File: config.mk
export PLATFORM = sky130hd
export DESIGN_NAME = int_to_fp_pipe
export DESIGN_NICKNAME = d
export VERILOG_FILES = /design/src/rtl/int_to_fp_pipe.sv
export SDC_FILE = /design/constraint.sdc
export NUM_CORES = 1
export LEC_CHECK = 0
export ABC_AREA = 1
export CAP_MARGIN = 40
export CELL_PAD_IN_SITES_DETAIL_PLACEMENT = 1
export CELL_PAD_IN_SITES_GLOBAL_PLACEMENT = 1
export CORE_ASPECT_RATIO = 1.2
export CORE_UTILIZATION = 41
export CTS_CLUSTER_DIAMETER = 50
export CTS_CLUSTER_SIZE = 40
export DETAILED_ROUTE_END_ITERATION = 6
export GPL_TIMING_DRIVEN = 0
export PLACE_DENSITY = 0.81
export SLEW_MARGIN = 10
export SYNTH_ARGS = -nofsm -noshare
export SYNTH_HDL_FRONTEND = slang
export SYNTH_SLANG_ARGS = --single-unit
File: constraint.sdc
create_clock -name in_clk -period 6.7 [get_ports in_clk]
set_input_delay 1.34 -clock in_clk [delete_from_list [all_inputs] [get_ports in_clk]]
set_output_delay 1.34 -clock in_clk [all_outputs]
set_load 0.1 [all_outputs]
File: src/rtl/int_to_fp_pipe.sv
// int_to_fp_pipe: 3-stage integer (32/64-bit, signed/unsigned) to FP32/FP64 converter with valid/ready flow.
// Define INT_TO_FP_FFLAGS_EN to build the inexact (NX) flag; without it out_fflags is tied to zero.

module int_to_fp_pipe #(
  parameter int DATA_WIDTH = 64,
  parameter int TAG_WIDTH  = 4
) (
  input  logic                  in_clk,
  input  logic                  in_rst_n,
  input  logic                  in_valid,
  output logic                  out_ready,
  input  logic [DATA_WIDTH-1:0] in_data,
  input  logic                  in_fmt,
  input  logic                  in_signed_unsigned,
  input  logic                  in_output_fmt,
  input  logic [2:0]            in_rm,
  input  logic [TAG_WIDTH-1:0]  in_tag,
  output logic                  out_valid,
  input  logic                  in_ready,
  output logic [DATA_WIDTH-1:0] out_data,
  output logic [TAG_WIDTH-1:0]  out_tag,
  output logic [4:0]            out_fflags
);

  localparam logic [2:0] RM_RNE = 3'd0;
  localparam logic [2:0] RM_RTZ = 3'd1;
  localparam logic [2:0] RM_RDN = 3'd2;
  localparam logic [2:0] RM_RUP = 3'd3;
  localparam logic [2:0] RM_RMM = 3'd4;

  logic                 advance;

  logic                 s1_valid_q, s1_valid_d;
  logic [63:0]          s1_mag_q, s1_mag_d;
  logic                 s1_sign_q, s1_sign_d;
  logic                 s1_ofmt_q, s1_ofmt_d;
  logic [2:0]           s1_rm_q, s1_rm_d;
  logic [TAG_WIDTH-1:0] s1_tag_q, s1_tag_d;

  logic                 s2_valid_q, s2_valid_d;
  logic [63:0]          s2_norm_q, s2_norm_d;
  logic [5:0]           s2_lz_q, s2_lz_d;
  logic                 s2_sign_q, s2_sign_d;
  logic                 s2_ofmt_q, s2_ofmt_d;
  logic [2:0]           s2_rm_q, s2_rm_d;
  logic [TAG_WIDTH-1:0] s2_tag_q, s2_tag_d;

  logic                 s3_valid_q, s3_valid_d;
  logic [63:0]          s3_data_q, s3_data_d;
  logic [TAG_WIDTH-1:0] s3_tag_q, s3_tag_d;

  // The whole pipe advances as one; a full output register that is not taken freezes every stage.
  assign out_ready = !s3_valid_q || in_ready;
  assign advance   = out_ready;

  assign out_valid = s3_valid_q;
  assign out_data  = s3_data_q;
  assign out_tag   = s3_tag_q;

  // ---------------------------------------------------------------- S1
  logic [63:0] op_ext;
  logic        op_neg;
  logic [63:0] op_mag;

  always_comb begin
    if (in_fmt) begin
      op_ext = in_data[63:0];
    end else if (!in_signed_unsigned) begin
      op_ext = {{32{in_data[31]}}, in_data[31:0]};
    end else begin
      op_ext = {32'd0, in_data[31:0]};
    end
    op_neg = !in_signed_unsigned && op_ext[63];
    // Two's complement of the most negative value stays 2^63, which is the correct magnitude.
    op_mag = op_neg ? (~op_ext + 64'd1) : op_ext;

    s1_valid_d = s1_valid_q;
    s1_mag_d   = s1_mag_q;
    s1_sign_d  = s1_sign_q;
    s1_ofmt_d  = s1_ofmt_q;
    s1_rm_d    = s1_rm_q;
    s1_tag_d   = s1_tag_q;
    if (advance) begin
      s1_valid_d = in_valid;
      if (in_valid) begin
        s1_mag_d  = op_mag;
        s1_sign_d = op_neg;
        s1_ofmt_d = in_output_fmt;
        s1_rm_d   = in_rm;
        s1_tag_d  = in_tag;
      end
    end
  end

  // ---------------------------------------------------------------- S2
  logic [63:0] nrm;
  logic [5:0]  lz;

  always_comb begin
    nrm = s1_mag_q;
    lz  = 6'd0;
    if (nrm[63:32] == 32'd0) begin
      nrm   = nrm << 32;
      lz[5] = 1'b1;
    end
    if (nrm[63:48] == 16'd0) begin
      nrm   = nrm << 16;
      lz[4] = 1'b1;
    end
    if (nrm[63:56] == 8'd0) begin
      nrm   = nrm << 8;
      lz[3] = 1'b1;
    end
    if (nrm[63:60] == 4'd0) begin
      nrm   = nrm << 4;
      lz[2] = 1'b1;
    end
    if (nrm[63:62] == 2'd0) begin
      nrm   = nrm << 2;
      lz[1] = 1'b1;
    end
    if (nrm[63] == 1'b0) begin
      nrm   = nrm << 1;
      lz[0] = 1'b1;
    end

    s2_valid_d = s2_valid_q;
    s2_norm_d  = s2_norm_q;
    s2_lz_d    = s2_lz_q;
    s2_sign_d  = s2_sign_q;
    s2_ofmt_d  = s2_ofmt_q;
    s2_rm_d    = s2_rm_q;
    s2_tag_d   = s2_tag_q;
    if (advance) begin
      s2_valid_d = s1_valid_q;
      if (s1_valid_q) begin
        s2_norm_d = nrm;
        s2_lz_d   = lz;
        s2_sign_d = s1_sign_q;
        s2_ofmt_d = s1_ofmt_q;
        s2_rm_d   = s1_rm_q;
        s2_tag_d  = s1_tag_q;
      end
    end
  end

  // ---------------------------------------------------------------- S3
  logic        is_zero;
  logic [51:0] mant_raw;
  logic        guard_bit;
  logic        sticky_bit;
  logic        rnd_up;
  logic [52:0] mant_sum;
  logic        carry;
  logic [5:0]  msb_idx;
  logic [10:0] exp64;
  logic [7:0]  exp32;
  logic [63:0] packed_res;

  always_comb begin
    // After normalisation bit 63 is clear only for a zero operand.
    is_zero = !s2_norm_q[63];
    if (s2_ofmt_q) begin
      mant_raw   = s2_norm_q[62:11];
      guard_bit  = s2_norm_q[10];
      sticky_bit = |s2_norm_q[9:0];
    end else begin
      mant_raw   = {29'd0, s2_norm_q[62:40]};
      guard_bit  = s2_norm_q[39];
      sticky_bit = |s2_norm_q[38:0];
    end

    case (s2_rm_q)
      RM_RTZ:  rnd_up = 1'b0;
      RM_RDN:  rnd_up = s2_sign_q && (guard_bit || sticky_bit);
      RM_RUP:  rnd_up = !s2_sign_q && (guard_bit || sticky_bit);
      RM_RMM:  rnd_up = guard_bit;
      RM_RNE:  rnd_up = guard_bit && (sticky_bit || mant_raw[0]);
      default: rnd_up = guard_bit && (sticky_bit || mant_raw[0]);
    endcase

    mant_sum = {1'b0, mant_raw} + {52'd0, rnd_up};
    carry    = s2_ofmt_q ? mant_sum[52] : mant_sum[23];
    msb_idx  = 6'd63 - s2_lz_q;
    exp64    = {5'd0, msb_idx} + 11'd1023 + {10'd0, carry};
    exp32    = {2'd0, msb_idx} + 8'd127 + {7'd0, carry};

    if (s2_ofmt_q) begin
      packed_res = is_zero ? 64'd0
                           : {s2_sign_q, exp64, (carry ? 52'd0 : mant_sum[51:0])};
    end else begin
      packed_res = is_zero ? {32'hFFFF_FFFF, 32'd0}
                           : {32'hFFFF_FFFF, s2_sign_q, exp32, (carry ? 23'd0 : mant_sum[22:0])};
    end

    s3_valid_d = s3_valid_q;
    s3_data_d  = s3_data_q;
    s3_tag_d   = s3_tag_q;
    if (advance) begin
      s3_valid_d = s2_valid_q;
      if (s2_valid_q) begin
        s3_data_d = packed_res;
        s3_tag_d  = s2_tag_q;
      end
    end
  end

  always_ff @(posedge in_clk or negedge in_rst_n) begin
    if (!in_rst_n) begin
      s1_valid_q <= 1'b0;
      s1_mag_q   <= '0;
      s1_sign_q  <= 1'b0;
      s1_ofmt_q  <= 1'b0;
      s1_rm_q    <= '0;
      s1_tag_q   <= '0;
      s2_valid_q <= 1'b0;
      s2_norm_q  <= '0;
      s2_lz_q    <= '0;
      s2_sign_q  <= 1'b0;
      s2_ofmt_q  <= 1'b0;
      s2_rm_q    <= '0;
      s2_tag_q   <= '0;
      s3_valid_q <= 1'b0;
      s3_data_q  <= '0;
      s3_tag_q   <= '0;
    end else begin
      s1_valid_q <= s1_valid_d;
      s1_mag_q   <= s1_mag_d;
      s1_sign_q  <= s1_sign_d;
      s1_ofmt_q  <= s1_ofmt_d;
      s1_rm_q    <= s1_rm_d;
      s1_tag_q   <= s1_tag_d;
      s2_valid_q <= s2_valid_d;
      s2_norm_q  <= s2_norm_d;
      s2_lz_q    <= s2_lz_d;
      s2_sign_q  <= s2_sign_d;
      s2_ofmt_q  <= s2_ofmt_d;
      s2_rm_q    <= s2_rm_d;
      s2_tag_q   <= s2_tag_d;
      s3_valid_q <= s3_valid_d;
      s3_data_q  <= s3_data_d;
      s3_tag_q   <= s3_tag_d;
    end
  end

`ifdef INT_TO_FP_FFLAGS_EN
  logic s3_nx_q, s3_nx_d;

  always_comb begin
    s3_nx_d = s3_nx_q;
    if (advance && s2_valid_q) begin
      s3_nx_d = guard_bit || sticky_bit;
    end
  end

  always_ff @(posedge in_clk or negedge in_rst_n) begin
    if (!in_rst_n) begin
      s3_nx_q <= 1'b0;
    end else begin
      s3_nx_q <= s3_nx_d;
    end
  end

  assign out_fflags = {4'b0000, s3_nx_q};
`else
  assign out_fflags = 5'b00000;
`endif

endmodule

# ---- Yosys cells after proc, flatten, opt, wreduce, memory -nomap -nowiden
# Index checks and enable logic that the tools add are counted.
dict set report classes {
  n_shift 0
  bitwise_logic 1
  reduce_logical 20
  div 0
  n_mux 25
  eq_ne 4
  n_addsub 7
  n_mul 0
  order_cmp 0
}
# cell count
set op_table {}
lappend op_table {{two-way mux 64 bit} 11}
lappend op_table {{two-way mux 52 bit} 2}
lappend op_table {{adder 64 x 1 -> 64 bit (second input constant)} 1}
lappend op_table {{inverter 64 bit} 1}
lappend op_table {{adder 52 x 1 -> 53 bit} 1}
lappend op_table {{OR reduction 39 bit} 1}
lappend op_table {{logical NOT 32 bit} 1}
lappend op_table {{two-way mux 32 bit} 1}
lappend op_table {{two-way mux 23 bit} 1}
lappend op_table {{logical NOT 16 bit} 1}
lappend op_table {{adder 11 x 1 -> 11 bit} 1}
lappend op_table {{adder 6 x 10 -> 11 bit (second input constant)} 1}
lappend op_table {{OR reduction 10 bit} 1}
lappend op_table {{two-way mux 1 bit} 9}
lappend op_table {{adder 6 x 7 -> 8 bit (second input constant)} 1}
lappend op_table {{adder 8 x 1 -> 8 bit} 1}
lappend op_table {{logical NOT 8 bit} 1}
lappend op_table {{== test 3 x 2 -> 1 bit (second input constant)} 2}
lappend op_table {{AND reduction 2 bit} 3}
lappend op_table {{subtractor 6 bit (first input constant)} 1}
lappend op_table {{logical AND 1 bit} 4}
lappend op_table {{logical NOT 4 bit} 1}
lappend op_table {{case mux 1 bit (4 select lines)} 1}
lappend op_table {{== test 3 x 1 -> 1 bit (second input constant)} 1}
lappend op_table {{other kinds (4)} 8}
dict set report totals {
  in_bits 78
  mem_bits_rw 0
  latch_bits 0
  regBits 223
  romBits 0
  memories 0
  output_inout_bits 75
}

# ---- Logic depth before layout (Yosys ltp)
# Gate-level depths: netlist (run 1).
dict set report depth {
  depth_word 11
  depth_mapped 35
}

# ---- Worst setup path after synthesis (run 1)
# No wires, ideal clock.
dict set report synth_timing {
  kind {register to register}
  start {register s2_ofmt_q}
  end {register s3_data_q[25] (netlist: out_data[25])}
  stages_incl_launch_ff 35
  period_less_slack_ps 5295
  t_arrival_ps 5217
  slack_ps 1405
  cell_sequence {dfrtp_1 -> buf_2 -> buf_4 -> clkbuf_1 -> clkbuf_1 -> buf_1 -> nand2_1 -> o21ai_0 -> nor2_1 -> o311ai_0 -> o21ai_0 -> inv_1 -> ha_1 -> ha_1 -> nand2_1 -> nor2_1 -> nand3_1 -> nor2_1 -> nand2_1 -> nor2_1 -> nand3_1 -> nor4_1 -> nand2_1 -> nor3_1 -> nand4_1 -> nor2_2 -> nand2_1 -> o21ai_2 -> inv_2 -> ha_1 -> ha_1 -> xor2_1 -> nor2_1 -> a21oi_1 -> a21oi_1}
}
dict set report synth_via {
  elab_chain_len 9
  word_cells_on_any_way 16
  cone_classes {2 x add/sub; 9 x mux; 5 x reduce/logical}
}
# element line_no
set synth_lines {}
lappend synth_lines {{start: declaration} 44} ;# logic s2_ofmt_q, s2_ofmt_d;
lappend synth_lines {{start signal: assignment} 237} ;# s2_ofmt_q <= s2_ofmt_d;
lappend synth_lines {{two-way mux 1 bit or two-way mux 52 bit (tied branches)} 163} ;# if (s2_ofmt_q) begin
lappend synth_lines {{logical OR 1 bit (on tied branches)} n/a}
lappend synth_lines {{logical AND 1 bit (on tied branches)} n/a}
lappend synth_lines {{case mux 1 bit (4 select lines)} 173} ;# case (s2_rm_q)
lappend synth_lines {{adder 52 x 1 -> 53 bit} 182} ;# mant_sum = {1'b0, mant_raw} + {52'd0, rnd_up};
lappend synth_lines {{two-way mux 1 bit} 183} ;# carry = s2_ofmt_q ? mant_sum[52] : mant_sum[23];
lappend synth_lines {{adder 8 x 1 -> 8 bit or two-way mux 52 bit (tied branches)} {186, 190}}
lappend synth_lines {{two-way mux 32 bit or two-way mux 64 bit (tied branches)} {192, 189}}
lappend synth_lines {{two-way mux 64 bit (*)} 188} ;# if (s2_ofmt_q) begin
lappend synth_lines {{end signal: assignment} 241} ;# s3_data_q <= s3_data_d;
lappend synth_lines {{end: declaration} 49} ;# logic [63:0] s3_data_q, s3_data_d;
# Every way passes the cells marked *; elsewhere a longest branch is shown, timed or not.
# A chain may end at the register's enable or synchronous reset.

# ---- Worst setup path in the final report (run 1)
# Same ends and word-level chain as after synthesis.

==> summary.md, run 1 <==
| Metric | Value |
|---|---|
| Status | finished, final reports clean |
| CTS Hold Bufs | 0 |
| Most common cell in the synthesized netlist | nand2_1 |
| Height of the chip | 218.0 um |
| Register area share after synthesis | 34.99% |
| Combinational power share | 60.8% |
| CP peak stage delay | 0.45 ns |
| Worst Setup Path Type | flip-flop to flip-flop |
| Initial antenna violation count | 0 |
| CP delay by family, top | simple AND/OR/NAND/NOR gates |
| CTS tree | built |
| Hold path depth | 2 |
| Startpoint of the worst hold path | s1_rm_q[0]$_DFFE_PN0P_ |
| Port bufs | 147 |
| Max Cap Violations | 0 |
| Post-placement worst setup slack | -1.442 ns |
| Global-route wire length before repair | 112,500 um |
| Iter 0 DRT Violations | 1,081 |
| Hold Vio Cnt, Final | 0 |
| DRT antenna net count | 0 |
| Antenna Cells | 0 |
| Residual DRC | 0 |
| Core Rows | 78 |
| Clock share of power | 14.3% |
| Clk Tree Root Cell | clkbuf_16 |
| Footprint of the multi-input gates | 0.009029 sq mm |
| Worst Max-Slew Pin Slew | 0.9649 ns |
| Setup TNS | 0 ns |
| Sw frac | 54.53% |
| Post-synth EDFFs | 0 |
| Post-synth top cells | nand2_1 (1,024), nor2_1 (226), dfrtp_1 (223), o21ai_0 (217), inv_1 (207) |
| End of the worst register-to-register path | out_data[25]$_DFFE_PN0P_ |
| P_sw | 5290 uW |
| Nets | 2,848 |
| FF-to-FF path depth | 31 |
| Final setup vio count | 0 |
| DR pass1 iterations | 5 |
| Starting density of the core | 41.90% |
| Pint | 4411 uW |
| Pwr dens | 483.9 mW/mm^2 |
| Post-synth ARST share | 100.0% |
| Synth cell types | 52 |
| Vias in the first global route | 19,660 |
| CORE AREA | 0.03806 sq mm |
| Worst min path class | flip-flop to flip-flop |
| Pin count of the biggest net entering global routing | 107 |
| Worst-path maximum fanout | 37 |
| DP HPWL | 59,490 um |
| Clk_skew | 0.01702 ns |
| # fillers | 5,038 |
| Area grow syn2layout | 25.71% |
| Clk sink count | 223 |
| Slew Limit Fails | 0 |
| RSZ-0062 raised after global routing | no |
| Total gr overflow | 0 |
| Inserted Clock Buffers | 24 |
| Avg Cell Area, Syn | 6.343 sq um |
| Avg WL per Cell | 22.48 um |
| Reg2reg start | s2_ofmt_q$_DFFE_PN0P_ |
| Relative slew slack | 34.99% |
| Synth top area cells | dfrtp_1 (35%), nand2_1 (24%), o21ai_0 (6.8%) |
| Tmin final | 6.379 ns |
| Peak supply drop | 0.3365 mV |
| Placed cells | 3,217 |
| Sequential Area | 0.005582 sq mm |
| Deepest clock path buffer count | 3 |
| WL final | 73,340 um |
| Final period utilization | 95.20% |
| Synth warnings | 0 |
| Post-synthesis register bit count | 223 |
| Clk Latency, worst-skew pair | 0.55 ns |
| Final Cell Area | 0.02005 sq mm |
| Cell Area, Synth | 0.01595 sq mm |
| Flop pwr share | 24.9% |
| Static Leakage | 0.009509 uW |
| Worst-path clk slew | 0.07 ns |
| Vias per cell | 5.576 |
| Cells after Synth | 2,514 |
| Largest area contributor in the netlist | dfrtp_1 |
| Ports | 153 |
| WP data required | 7.11 ns |
| CP Launch Type | flip-flop |
| WP data arrival | 6.78 ns |
| GPL Wtd Cong | 1.004 |
| Synth Flop Type | dfrtp_1 |
| Share of layout cells above drive strength 1 | 7.728% |
| CP max stage cell | dfrtp_2 |
| Final setup margin | 0.3214 ns |
| Full die area | 0.03969 sq mm |
| Crit path buf inv count | 4 |
| CP Capture Type | flip-flop |
| Final std cells w/o fill | 3,262 |
| CP startpoint | s2_ofmt_q$_DFFE_PN0P_ |
| Placed cell areas | 0.01916 sq mm |
| Worst reg-to-reg setup slack | 0.32 ns |
| Horiz. Die Dim | 182.0 um |
| Max Clk Rate | 0.1568 GHz |
| # H-tree levels | 1 |
| Gr usage total | 37.49% |
| Routed vias | 18,190 |
| WHS Endpoint | s2_rm_q[0]$_DFFE_PN0P_ |
| Synth top area share | 34.99% |
## worst reg2reg max path, delay by kind of cell (launching register included)
kind	cells	cell delay, ns
AO/OA/AOI/OAI	6	1.10
XOR/XNOR	1	0.24
adder cells (fa/ha/maj)	4	1.00
buffers and inverters	4	0.75
flip-flops	1	0.45
AND/OR/NAND/NOR	16	2.68
## cells in the final DEF, fill, tap and decap left out, types with 6 or more instances in the layout
cell / instances
dfrtp_1: 222
xor2_1: 62
nand2_1: 1023
clkdlybuf4s50_1: 146
xnor2_1: 27
buf_4: 22
buf_2: 23
nor2_2: 8
clkbuf_1: 72
o31ai_1: 8
a31oi_1: 10
or2_2: 12
o21ai_0: 215
o21ai_1: 11
inv_1: 207
nand3_1: 125
nand4_1: 14
o211ai_1: 13
nand2_2: 6
mux2i_1: 12
a21oi_1: 47
buf_1: 9
nor2_1: 223
nor3_1: 48
clkbuf_16: 25
buf_8: 70
nor4_1: 24
## routing by layer
metal | track usage (%) | vias up | share of wire [%]
li1 | - | 8483 | -
met1 | 33.27 | 8716 | 32
met2 | 70.77 | 676 | 53
met3 | 5.528 | 314 | 4.1
met4 | 37.65 | 0 | 11
met5 | 0 | - | 0
## stage by stage
stage / total power [uW] / hold WS (ns) / utilization, %
floorplan: 5745 / 0.4317 / -
global placement: 7274 / 0.4532 / 47.38
detailed placement: 8141 / 0.4518 / 50.33
CTS: 9620 / 0.4686 / 52.57
global route: 10170 / 0.4998 / 52.67
finish: 9702 / 0.4920 / 52.67
## state kept, by name (all words and copies together), names as in the netlist, 3 cells and up
name       flops
out_data      64
s1_mag_q      64
s2_norm_q     64
s2_lz_q        6
out_tag        4
s1_tag_q       4
s2_tag_q       4
s1_rm_q        3
s2_rm_q        3
## how the worst max path moves through the flow
| stage | slack (ns) | cells after the start | to |
|---|---|---|---|
| 3_5_place_dp | -1.44 | 34 | out_data[25]$_DFFE_PN0P_ |
| 2_1_floorplan | 1.41 | 34 | out_data[25]$_DFFE_PN0P_ |
| 6_report | 0.32 | 31 | out_data[25]$_DFFE_PN0P_ |
| 4_1_cts | 0.04 | 34 | out_data[56]$_DFFE_PN0P_ |
| 5_1_grt | 0.17 | 32 | out_data[27]$_DFFE_PN0P_ |
| 3_3_place_gp | -4.72 | 1 | s1_mag_q[59]$_DFFE_PN0P_ |
## cell type report
| cell class | count | area share (%) |
|---|---|---|
| Clock inverter | 16 | 0.8051 |
| Inverter | 214 | 4.007 |
| Sequential cell | 223 | 27.84 |
| Multi-Input combinational cell | 1953 | 45.04 |
| Clock buffer | 27 | 3.208 |
| Timing Repair Buffer | 224 | 13.11 |
| Buffer | 125 | 2.996 |
| Tap cell | 480 | 2.996 |
## kinds of logic after synthesis
| logic type | synth area share, % |
|---|---|
| AO/OA/AOI/OAI | 11.93 |
| XOR/XNOR | 4.888 |
| adder cells (fa/ha/maj) | 0.3923 |
| buffers and inverters | 8.851 |
| flip-flops | 34.99 |
| multiplexers | 0.7533 |
| other | 0.02352 |
| AND/OR/NAND/NOR | 38.16 |
## power groups by stage
stage,clock network (uW),registers (uW),logic (uW)
5_1_grt,1430,2440,6300
3_3_place_gp,0,2350,4930
4_1_cts,1390,2390,5840
6_report,1380,2420,5900
3_5_place_dp,0,2400,5740
2_1_floorplan,0,3420,2320
## repair_timing
action | CTS | global route
buffers inserted | 2 | 0
gates resized for setup | 14 | 7
gates cloned | 0 | 0
pin swaps | 2 | 2
endpoints found under the setup margin | 51 | 17
(Power assumes the default switching activity.)
==> run 2: changes to the inputs <==
- ABC_AREA: 1 -> not set
- CORE_UTILIZATION: 41 -> 43
- PLACE_DENSITY: 0.81 -> 0.8
==> summary.md, run 2 <==
| Metric | Value |
|---|---|
| GPL Wtd Cong | 1.017 (+1.3%) |
| Clk Latency, worst-skew pair | 0.55 ns (about the same) |
| CP delay by family, top | simple AND/OR/NAND/NOR gates |
| Starting density of the core | 43.96% (+2.1 points) |
| Cell Area, Synth | 0.01593 sq mm (-0.13%) |
| Peak supply drop | 0.2427 mV (-28%) |
| CP Launch Type | flip-flop |
| CP Cell Sequence | nor4_1 > nand4_1 > nor2_1 > o2111a_1 > nand2b_1 > o21ai_0 > a21oi_1 > a2bb2oi_1 > ha_2 > ha_1 > a21boi_1 > and3b_1 > or3b_1 > or4_1 > or4_4 > o21a_4 > ha_1 > ha_1 > nand3_1 > xor2_1 > nand2_1 > o221ai_1 > o21a_1 |
| Height of the chip | 212.8 um (-2.4%) |
| Post-synth top cells | nand2_1 (279), dfrtp_1 (223), o21ai_0 (205), mux2i_1 (116), clkbuf_1 (114) |
| # H-tree levels | 1 (unchanged) |
| Worst-path clk slew | 0.08 ns (about the same) |
| Synth warnings | 0 (unchanged) |
| Deepest clock path buffer count | 3 (unchanged) |
| Relative slew slack | 32.10% (-2.9 points) |
| Final period utilization | 97.61% (+2.4 points) |
| Max Cap Violations | 0 (unchanged) |
| Worst min path class | flip-flop to flip-flop |
| Worst-path maximum fanout | 7 (-81%) |
| CTS tree | built |
| Synth Flop Type | dfrtp_1 |
| DP HPWL | 59,820 um (+0.56%) |
| CP max stage cell | or4_4 |
| Met3 Use GR | 7.781% (+2.3 points) |
| Worst Setup Path Type | flip-flop to flip-flop |
| Initial antenna violation count | 5 (+5) |
| CP peak stage delay | 0.63 ns (+0.18 ns) |
| Residual DRC | 0 (unchanged) |
| CP Capture Type | flip-flop |
| Pwr dens | 532.1 mW/mm^2 (+10%) |
| Crit path top cell by count | ha_1 |
| WL final | 79,390 um (+8.2%) |
| Routed vias | 17,540 (-3.6%) |
| Core Rows | 76 (-2.6%) |
| WP data required | 7.18 ns (+0.07 ns) |
| Commonest non-fill, non-tap cell in the layout | nand2_1 |
| Clk Tree Root Cell | clkbuf_16 |
| Largest area contributor in the netlist | dfrtp_1 |
| Ports | 153 (unchanged) |
| Vias in the first global route | 18,790 (-4.4%) |
| WP data arrival | 7.02 ns (+0.24 ns) |
| Max Clk Rate | 0.1529 GHz (-2.5%) |
| Static Leakage | 0.008101 uW (-15%) |
| Clk sink count | 223 (unchanged) |
| Final setup vio count | 0 (unchanged) |
| Post-synth ARST share | 100.0% (unchanged) |
| Worst Max-Slew Pin Slew | 1.011 ns (+0.04579 ns) |
| Pin count of the biggest net entering global routing | 114 (+6.5%) |
| DRT antenna net count | 0 (unchanged) |
| Setup TNS | 0 ns (unchanged) |
| RSZ-0062 raised after global routing | no |
| Inserted Clock Buffers | 23 (-4.2%) |
| Placed cell areas | 0.01916 sq mm (about the same) |
| Port bufs | 147 (unchanged) |
| GRT met1 Usage | 42.33% (+9.1 points) |
| Share of layout cells above drive strength 1 | 10.78% (+3.0 points) |
| Nets | 2,258 (-21%) |
| Total gr overflow | 0 (unchanged) |
| Avg WL per Cell | 29.84 um (+33%) |
| Met2 GRT Util | 75.81% (+5.0 points) |
| Status | finished, final reports clean |
| Hold Vio Cnt, Final | 0 (unchanged) |
| Cells after Synth | 1,921 (-24%) |
| Most common cell in the synthesized netlist | nand2_1 |
| Layout Utilization | 55.19% (+2.5 points) |
| Post-synthesis register bit count | 223 (unchanged) |
| Slew Limit Fails | 0 (unchanged) |
| Area grow syn2layout | 25.56% |
| Register area share after synthesis | 35.04% (+0.044 points) |
| Full die area | 0.03781 sq mm (-4.7%) |
| Most frequent cells in the layout | nand2_1 (279), dfrtp_1 (222), o21ai_0 (204) |
| CORE AREA | 0.03623 sq mm (-4.8%) |
| Iter 0 DRT Violations | 1,343 (+24%) |
| Synth cell types | 81 (+56%) |
| Post-synth EDFFs | 0 (unchanged) |
| GRT busiest layer | met2 |
| Final Cell Area | 0.02000 sq mm (-0.25%) |
| Horiz. Die Dim | 177.7 um (-2.4%) |
| Gr usage total | 42.53% (+5.0 points) |
| Crit path buf inv count | 0 (-4) |
| Synth top area cells | dfrtp_1 (35%), mux2i_1 (7.3%), nand2_1 (6.6%) |
| Tmin final | 6.540 ns (+0.1614 ns) |
| CTS Hold Bufs | 0 (unchanged) |
| Synth top area share | 35.04% (+0.044 points) |
| # fillers | 4,247 (-16%) |
| Vias per cell | 6.595 (+18%) |
| DR pass1 iterations | 5 (unchanged) |
| Clk_skew | 0.02129 ns (+0.004270 ns) |
| Global-route wire length before repair | 119,000 um (+5.7%) |
| Avg Cell Area, Syn | 8.291 sq um (+31%) |
[run 2: cell types whose count changed after synthesis, moves of 25 or more]
| cell | change |
|---|---|
| nor2_1 | -114 |
| nand3_1 | -70 |
| nand2_1 | -745 |
| a21oi_1 | +65 |
| inv_1 | -187 |
| clkbuf_1 | +41 |
| mux2i_1 | +104 |
| mux2_2 | +57 |
| a31oi_1 | +25 |
[run 2: cell families after synthesis]
group	Yosys count	synth area share, %
xor gates and xnor gates	101	5.554
muxes	173	11.32
AOI/OAI and AO/OA	596	23.73
DFF	223	35.04
buffers and inverters	171	4.494
and+or+nand+nor	651	19.45
other	1	0.02355
adders and majority gates	5	0.3928
[run 2: layout make-up]
| class | instances | area (sq um) | area share [%] |
|---|---|---|---|
| clock buffer | 25 | 603.1 | 3.016 |
| inverter | 20 | 75.07 | 0.3754 |
| tap | 468 | 585.6 | 2.928 |
| sequential | 223 | 5582 | 27.91 |
| clock inverter | 15 | 176.4 | 0.8822 |
| multi-input combinational | 1531 | 9664 | 48.33 |
| timing repair buffer | 228 | 2670 | 13.35 |
| buffer | 148 | 635.6 | 3.179 |
| antenna | 2 | 5.005 | 0.02503 |
[run 2: metal layers]
layer / wire length, um / part of all wire [%]
met1: 26950 / 34
met4: 8088 / 10
met5: 40 / 0.050
met3: 4698 / 5.9
met2: 39610 / 50
[run 2: report_power, final]
group | leakage (uW) | total, uW | switching, uW | internal (uW)
Sequential | 0.00275 | 2570 | 713 | 1860
Clock | 0.000387 | 1370 | 651 | 723
Combinational | 0.00497 | 6690 | 4400 | 2290
Total | 0.00810 | 10600 | 5770 | 4870
[run 2: path summary, 6_finish.rpt]
check	depth (start not counted)	slack [ns]	from	end
hold / removal	2	0.49	s2_norm_q[5]$_DFFE_PN0P_	s2_norm_q[5]$_DFFE_PN0P_
max in group asynchronous	2	4.81	in_rst_n	s1_mag_q[16]$_DFFE_PN0P_
min in group asynchronous	1	0.80	in_rst_n	out_data[57]$_DFFE_PN0P_
setup reg to reg	23	0.16	s2_norm_q[34]$_DFFE_PN0P_	out_data[27]$_DFFE_PN0P_
setup / recovery	23	0.16	s2_norm_q[34]$_DFFE_PN0P_	out_data[27]$_DFFE_PN0P_
hold reg to reg	2	0.49	s2_norm_q[5]$_DFFE_PN0P_	s2_norm_q[5]$_DFFE_PN0P_
[run 2: metrics by stage]
stage / setup WS (ns) / std cells / power [uW] / hold slack [ns]
after floorplan: 1.069 / 1925 / 6254 / 0.4331
after global placement: -4.752 / 2540 / 7990 / 0.4534
after detailed placement: -0.8998 / 2616 / 8900 / 0.4717
after CTS: 0.0002616 / 2655 / 10430 / 0.4940
after global routing: 0.1212 / 2658 / 10970 / 0.5135
final: 0.1601 / 2660 / 10640 / 0.4917
[run 2: worst min-delay path, delay by kind of cell (launching register included)]
kind               cells  cell delay [ns]
AOI/OAI and AO/OA      1             0.06
DFF                    1             0.35
and+or+nand+nor        1             0.05
[run 2: timing repair]
action / in CTS / in global routing
setup buffers: 0 / 0
endpoints found under the hold margin: 0 / 0
setup endpoints to repair: 63 / 9
gates resized for setup: 4 / 5
